$ cat src/rtl/audio_clk_gen.sv
// Audio clock generator: lrclk/bclk/sample_tick from a 12.288 MHz master.
// Rate changes and stop requests take effect only on frame boundaries.
module audio_clk_gen #(
    parameter int DIV0           = 256,
    parameter int DIV1           = 384,
    parameter int DIV2           = 768,
    parameter int DIV3           = 1536,
    parameter int BCLK_PER_FRAME = 64,
    parameter int CNT_W          = 11
) (
    input  logic        clk_12MHz,
    input  logic        reset,
    input  logic        enable,
    input  logic [1:0]  rate_sel,
    output logic        lrclk,
    output logic        bclk,
    output logic        sample_tick,
    output logic [1:0]  active_rate,
    output logic        rate_pending,
    output logic        running,
    output logic [15:0] frame_cnt_out
);

    typedef enum logic [1:0] {IDLE, RUN, DRAIN} state_t;

    localparam int BP = 2 * BCLK_PER_FRAME;

    state_t           state_q, state_d;
    logic [CNT_W-1:0] phase_q, phase_d;
    logic [CNT_W-1:0] hcnt_q, hcnt_d;
    logic [1:0]       rate_q, rate_d;
    logic             lrclk_q, lrclk_d;
    logic             bclk_q, bclk_d;
    logic             tick_q, tick_d;
    logic [15:0]      frame_q;
    logic [CNT_W-1:0] last_c, half_c, hlast_c;
    logic             run_w, wrap, start;

    // Frame geometry of the rate currently applied.
    always_comb begin
        last_c  = CNT_W'(DIV0 - 1);
        half_c  = CNT_W'(DIV0 / 2);
        hlast_c = CNT_W'(DIV0 / BP - 1);
        unique case (rate_q)
            2'd0: begin
                last_c  = CNT_W'(DIV0 - 1);
                half_c  = CNT_W'(DIV0 / 2);
                hlast_c = CNT_W'(DIV0 / BP - 1);
            end
            2'd1: begin
                last_c  = CNT_W'(DIV1 - 1);
                half_c  = CNT_W'(DIV1 / 2);
                hlast_c = CNT_W'(DIV1 / BP - 1);
            end
            2'd2: begin
                last_c  = CNT_W'(DIV2 - 1);
                half_c  = CNT_W'(DIV2 / 2);
                hlast_c = CNT_W'(DIV2 / BP - 1);
            end
            2'd3: begin
                last_c  = CNT_W'(DIV3 - 1);
                half_c  = CNT_W'(DIV3 / 2);
                hlast_c = CNT_W'(DIV3 / BP - 1);
            end
        endcase
    end

    assign run_w = (state_q == RUN) || (state_q == DRAIN);
    assign wrap  = run_w && (phase_q == last_c);

    // Next state; outputs are computed for the next phase so they register glitch-free.
    always_comb begin
        state_d = state_q;
        phase_d = phase_q;
        hcnt_d  = hcnt_q;
        rate_d  = rate_q;
        lrclk_d = 1'b0;
        bclk_d  = 1'b0;
        tick_d  = 1'b0;
        start   = 1'b0;
        case (state_q)
            IDLE: begin
                if (enable) begin
                    state_d = RUN;
                    start   = 1'b1;
                end
            end
            RUN, DRAIN: begin
                if (wrap) begin
                    if (!enable) begin
                        state_d = IDLE;
                        phase_d = '0;
                        hcnt_d  = '0;
                    end else begin
                        state_d = RUN;
                        start   = 1'b1;
                    end
                end else begin
                    state_d = enable ? RUN : DRAIN;
                    phase_d = phase_q + CNT_W'(1);
                    lrclk_d = (phase_d < half_c);
                    if (hcnt_q == hlast_c) begin
                        hcnt_d = '0;
                        bclk_d = ~bclk_q;
                    end else begin
                        hcnt_d = hcnt_q + CNT_W'(1);
                        bclk_d = bclk_q;
                    end
                end
            end
            default: begin
                state_d = IDLE;
                phase_d = '0;
                hcnt_d  = '0;
            end
        endcase
        if (start) begin
            rate_d  = rate_sel;
            phase_d = '0;
            hcnt_d  = '0;
            lrclk_d = 1'b1;
            bclk_d  = 1'b0;
            tick_d  = 1'b1;
        end
    end

    // State, phase and registered clock outputs.
    always_ff @(posedge clk_12MHz or posedge reset) begin
        if (reset) begin
            state_q <= IDLE;
            phase_q <= '0;
            hcnt_q  <= '0;
            rate_q  <= 2'd0;
            lrclk_q <= 1'b0;
            bclk_q  <= 1'b0;
            tick_q  <= 1'b0;
        end else begin
            state_q <= state_d;
            phase_q <= phase_d;
            hcnt_q  <= hcnt_d;
            rate_q  <= rate_d;
            lrclk_q <= lrclk_d;
            bclk_q  <= bclk_d;
            tick_q  <= tick_d;
        end
    end

    // Completed-frame counter, bumped on every wrap.
    always_ff @(posedge clk_12MHz or posedge reset) begin
        if (reset) begin
            frame_q <= 16'd0;
        end else if (wrap) begin
            frame_q <= frame_q + 16'd1;
        end
    end

    assign lrclk         = lrclk_q;
    assign bclk          = bclk_q;
    assign sample_tick   = tick_q;
    assign active_rate   = rate_q;
    assign running       = run_w;
    assign rate_pending  = run_w && (rate_sel != rate_q);
    assign frame_cnt_out = frame_q;

endmodule
$ cat config.mk
export PLATFORM = sky130hd
export DESIGN_NAME = audio_clk_gen
export DESIGN_NICKNAME = d
export VERILOG_FILES = /design/src/rtl/audio_clk_gen.sv
export SDC_FILE = /design/constraint.sdc
export NUM_CORES = 1
export LEC_CHECK = 0
export BUFFER_PORTS_ARGS = -buffer_cell sky130_fd_sc_hd__buf_2
export CORE_ASPECT_RATIO = 1.25
export CORE_MARGIN = 5
export CORE_UTILIZATION = 40
export DETAILED_ROUTE_END_ITERATION = 6
export PLACE_DENSITY = 0.68
export SYNTH_ARGS = -nofsm -noshare
export SYNTH_HDL_FRONTEND = slang
export SYNTH_SLANG_ARGS = --single-unit
$ cat constraint.sdc
create_clock -name clk_12MHz -period 3.3 [get_ports clk_12MHz]
set_input_delay 0.495 -clock clk_12MHz [delete_from_list [all_inputs] [get_ports clk_12MHz]]
set_output_delay 0.495 -clock clk_12MHz [all_outputs]
set_load 0.02 [all_outputs]
* Word-level counts from Yosys, hierarchy flattened
Index checks and enable logic that the tools add are counted.
** Cells by class
- Add/sub/neg operators :: 3
- Reductions and logical operators :: 7
- Bitwise operators :: 1
- Eq/ne operators :: 12
- Mux-type cells :: 27
- Magnitude comparators :: 1
** Operator list (count)
- case mux 11 bit (4 select lines) :: 3
- 2-to-1 mux 11 bit :: 6
- case mux 11 bit (2 select lines) :: 2
- adder 11 x 1 -> 11 bit (second input constant) :: 2
- == test 11 bit :: 2
- adder 16 x 1 -> 16 bit (second input constant) :: 1
- < comparator 11 bit :: 1
- 2-to-1 mux 1 bit :: 11
- != test 4 bit (second input constant) :: 2
- == test 2 bit (second input constant) :: 3
- 2-to-1 mux 2 bit :: 3
- == test 2 x 1 -> 1 bit (second input constant) :: 2
- zero test 2 bit :: 2
- != test 2 bit (second input constant) :: 2
- case mux 2 bit (2 select lines) :: 1
- logical AND 1 bit :: 2
- != test 2 bit :: 1
- case mux 1 bit (2 select lines) :: 1
- AND reduction 2 bit :: 1
- OR reduction 2 bit :: 1
- logical OR 1 bit :: 1
- NOT 1 bit :: 1
** Word-level totals
- Word-level logic and storage cells :: 59
- Output and inout port bits :: 23
- Register bits :: 45
- Input port bits :: 5

* Depth between registers and ports, before layout
- Depth in word-level cells :: 8
- Depth in mapped cells :: 10
- Mapped depth without buffers :: 10

* Least setup slack after synthesis
OpenSTA, ideal clock, no wires.
- Path type :: reg2reg
- From :: register phase_q[7]
- To :: register frame_q[7] (netlist: frame_cnt_out[7])
- Setup time :: 129 ps
- Clock period less this slack :: 2297 ps
- Cell stages (with the launch flop) :: 9
- Path slack :: 1003 ps
- Data required time :: 3171 ps
- Data arrival time :: 2168 ps
- Path buffers :: 2
- Cell sequence :: dfrtp_1 buf_6 or3_1 a211o_1 a211oi_4 and4_1 buf_4 nand4_2 xnor2_1
** On the way
- Longest elaborated chain between the ends :: 2
** Ends and longest elaborated chain
- start: declaration :: RTL line 29 : logic [CNT_W-1:0] phase_q, phase_d;
- start signal: assignment :: RTL line 139 : phase_q <= phase_d;
- == test 11 bit :: RTL line 69 : assign wrap = run_w && (phase_q == last_c);
- logical AND 1 bit :: RTL line 69
- end signal: assignment :: RTL line 153 : frame_q <= frame_q + 16'd1;
- end: declaration :: RTL line 35 : logic [15:0] frame_q;
No other way between the ends.
A chain may end at the register's enable or synchronous reset.

* Worst setup path after layout
- From :: register rate_q[1] (netlist: active_rate[1])
- To :: register hcnt_q[0]
** On the way
- Longest elaborated chain between the ends :: 8
- Elaborated cells on any way between the ends :: 18
- Those cells by class :: 7 x eq/ne; 8 x mux; 3 x reduce/logical
** Ends and longest elaborated chain
- start: declaration :: RTL line 31 : logic [1:0] rate_q, rate_d;
- start signal: assignment :: RTL line 141 : rate_q <= rate_d;
- == test 2 bit (tied with other cells) :: RTL line 44 : unique case (rate_q)
- case mux 11 bit (4 select lines) :: RTL line 44
- == test 11 bit :: RTL line 69
- logical AND 1 bit :: RTL line 69
- 2-to-1 mux 1 bit :: RTL line 89 : if (wrap) begin
- case mux 1 bit (2 select lines) :: RTL line 81 : case (state_q)
- != test 4 bit (no line) or != test 2 bit (tied branches)
- AND reduction 2 bit (no line)
- end signal: assignment :: RTL line 140 : hcnt_q <= hcnt_d;
- end: declaration :: RTL line 30 : logic [CNT_W-1:0] hcnt_q, hcnt_d;
Several ways; a longest one is shown, not always the timed one. The select of a mux whose other input is x is not followed.

==> flow_summary.ini <==
[grt]
antenna_found_initial = 0
grt_usage_pct = 14.0
grt-ovfl-total = 0
grt_pass1_wl_um = 8900
grt_start_max_net_pins = 46
grt_pass1_vias = 1925

[routing]
antenna_left = 0
drtIter0Drc = 186
drt_wl_total_um = 5130
wl_per_cell_um = 14.2
vias = 1953
highest_layer = met4
vias_per_cell = 5.40
drc = 0
wl_met3_um = 175
wl_met2_um = 2620
drt_pass1_iterations = 4
met1_length_um = 2290

[worst_setup_path]
crit_chain = or3_1 -> a211o_1 -> a211oi_4 -> a31o_1 -> buf_4 -> or2_2 -> o21ai_0
cp_max_fo = 17
r2r_slack_ns = 0.76
slowest_stage = dfrtp_1
crit_required_ns = 3.47
cp.arrival_ns = 2.71
critPathMaxStageDelay_ns = 0.51
worstSetupPathType = reg2reg
worstSetupStartpointType = flop
cp_top_family = compound AO/OA/AOI/OAI gates
end_kind = flop
crit_buf_inv = 1

[clock_network]
post-cts-setup-buffer-count = 0
clkSlewWorstSetupHoldPaths_ns = 0.09
clock_path_buffers = 2
hold_buffers = 0
cts_tree = done
clock_latency_ns = 0.29
cts_inserted_buffers = 5
cts-root-buf = clkbuf_8
numClockSinks = 45
cts.repair.resized = 0
cts-htree-levels = 2

[pwr]
p_comb_share_pct = 39.5
p_leak_nw = 1.33
power_frac_clock_pct = 22.4
switchingPower_uw = 746
vdd.ir_drop.worst_uv = 320
finalPower_mw = 1.82
switching_share_pct = 41.1
p_per_area_nw_per_um2 = 656
internal_power_mw = 1.07
pwr-share-seq_pct = 38.1

[sta]
worst_pin_slew_ns = 0.939
rsz0062_at_grt = false
drv_slew = 0
fin_skew_ns = 0.00489
setup_viol = 0
fin_crit_ns = 2.54
hold_viol_final = 0
fmax_mhz = 394
layout_worst_path_cycle_share_pct = 77.0
maxSlewHeadroom_pct = 37.3
tns_ns = 0

[flow_run]
max_cap_violations = 0

[synthesis]
ys_ff_latch = 45
synth_edf_count = 0
yosysSeqAreaShare_pct = 45.5
ys_warn_count = 0
ys_types = 46
syn-num-nets = 265
ys_dominant_reg_cell = dfrtp_1
syn_area_um2 = 2480
netlist_instances = 252
synthArstFlopShare_pct = 100
avgSynthCellArea_um2 = 9.83

[layout]
nFillCells = 602
syn_to_final_growth_pct = 11.9
seq_area_um2 = 1130
finalInstanceArea_um2 = 2770
drive_above_1_share_pct = 15.9
final_nets = 290
multi_input_area_um2 = 1260
n_antenna_cell = 0

[outcome]
status = finished, final reports clean

[placed_design]
dpl_cell_area_um2 = 2670
place_congestion = 0.793
dp_hpwl_um = 3690
io_buffers = 27

[die]
initial_core_util_pct = 40.7
rows = 32
die_y_um = 98.0
dieArea_um2 = 7870
core_um2 = 6090
ios = 28
fp.dieW_um = 80.4

[worst_hold_path]
hp-class = in2async
[registers in the layout, indices dropped and copies added (netlist names)]
| name | flops |
|---|---|
| lrclk | 1 |
| frame_cnt_out | 16 |
| phase_q | 11 |
| hcnt_q | 11 |
| state_q | 2 |
| sample_tick | 1 |
| active_rate | 2 |
| bclk | 1 |
[layer usage]
| layer | up-vias | GRT usage [%] |
|---|---|---|
| met3 | 4 | 2.40 |
| li1 | 954 | - |
| met2 | 38 | 24.0 |
| met4 | 0 | 4.68 |
| met5 | - | 0 |
| met1 | 957 | 17.5 |
[cell usage after synthesis (4+ instances only)]
| cell type | instances | area (µm²) |
|---|---|---|
| nand4_1 | 4 | 25.0 |
| a21oi_1 | 8 | 40.0 |
| a22o_1 | 9 | 78.8 |
| and3_1 | 10 | 62.6 |
| ha_1 | 8 | 100 |
| dfrtp_1 | 45 | 1130 |
| nor2_1 | 12 | 45.0 |
| nand2b_1 | 4 | 25.0 |
| o21ai_0 | 19 | 95.1 |
| clkbuf_1 | 5 | 18.8 |
| xor2_1 | 5 | 43.8 |
| a21o_1 | 5 | 37.5 |
| inv_1 | 9 | 33.8 |
| nand2_1 | 24 | 90.1 |
| nand3_1 | 20 | 100 |
| nor3_1 | 5 | 25.0 |
| xnor2_1 | 18 | 158 |
| nor2b_1 | 4 | 25.0 |
[power by group through the flow]
stage,Sequential [mW],Clock (mW),Combinational (mW)
global route,0.706,0.436,0.815
finish,0.693,0.407,0.718
global placement,0.697,0,0.711
CTS,0.692,0.417,0.724
floorplan,0.695,0,0.543
detailed placement,0.703,0,0.719
[worst paths after layout]
path                                        start           endpoint  cells past startpoint
worst max-delay path               active_rate[1]          hcnt_q[0]                      7
worst min-delay path                        reset   frame_cnt_out[4]                      2
worst max register to register     active_rate[1]          hcnt_q[0]                      7
worst min register to register  frame_cnt_out[15]  frame_cnt_out[15]                      1
max in group asynchronous                   reset     active_rate[1]                      2
min in group clk_12MHz                     enable         state_q[1]                      2
[cells in the final DEF, fill, tap and decap left out, types with 4 or more instances in the layout]
master    count
a21o_1        5
nand4_1       4
ha_1          8
nor2_1       12
clkbuf_8      5
a21oi_1       8
xnor2_1      18
nand3_1      20
a22o_1        9
nor2b_1       4
xor2_1        5
and3_1       10
dfrtp_1      45
buf_2        27
nand2b_1      4
nor3_1        5
inv_1         8
o21ai_0      19
nand2_1      24
[area by class of cell]
type / count / share of cell area [%]
multi-input combinational: 188 / 45.4
sequential: 45 / 40.6
timing repair buffer: 28 / 5.15
tap: 85 / 3.84
clock buffer: 5 / 2.48
clock inverter: 2 / 1.26
inverter: 9 / 1.22
[kinds of logic (layout without fill, tap and decap cells)]
| logic type | after synthesis | in the layout | share of synthesized area (%) |
|---|---|---|---|
| and+or+nand+nor | 97 | 97 | 20.4 |
| AOI/OAI and AO/OA | 56 | 56 | 16.5 |
| DFF | 45 | 45 | 45.5 |
| xor gates and xnor gates | 23 | 23 | 8.14 |
| buffers and inverters | 19 | 44 | 3.69 |
| adders and majority gates | 8 | 8 | 4.04 |
| muxes | 4 | 4 | 1.77 |
[through the flow]
| step | setup slack [ns] | cells | hold slack [ns] | util [%] |
|---|---|---|---|---|
| global route | 0.548 | 362 | 0.438 | 45.5 |
| floorplan | 1.00 | 252 | 0.469 | - |
| CTS | 0.755 | 362 | 0.418 | 45.5 |
| finish | 0.760 | 362 | 0.403 | 45.5 |
| global placement | 0.823 | 355 | 0.460 | 43.8 |
| detailed placement | 0.771 | 355 | 0.458 | 43.8 |
Note: power is estimated with default switching activity, not from simulation.
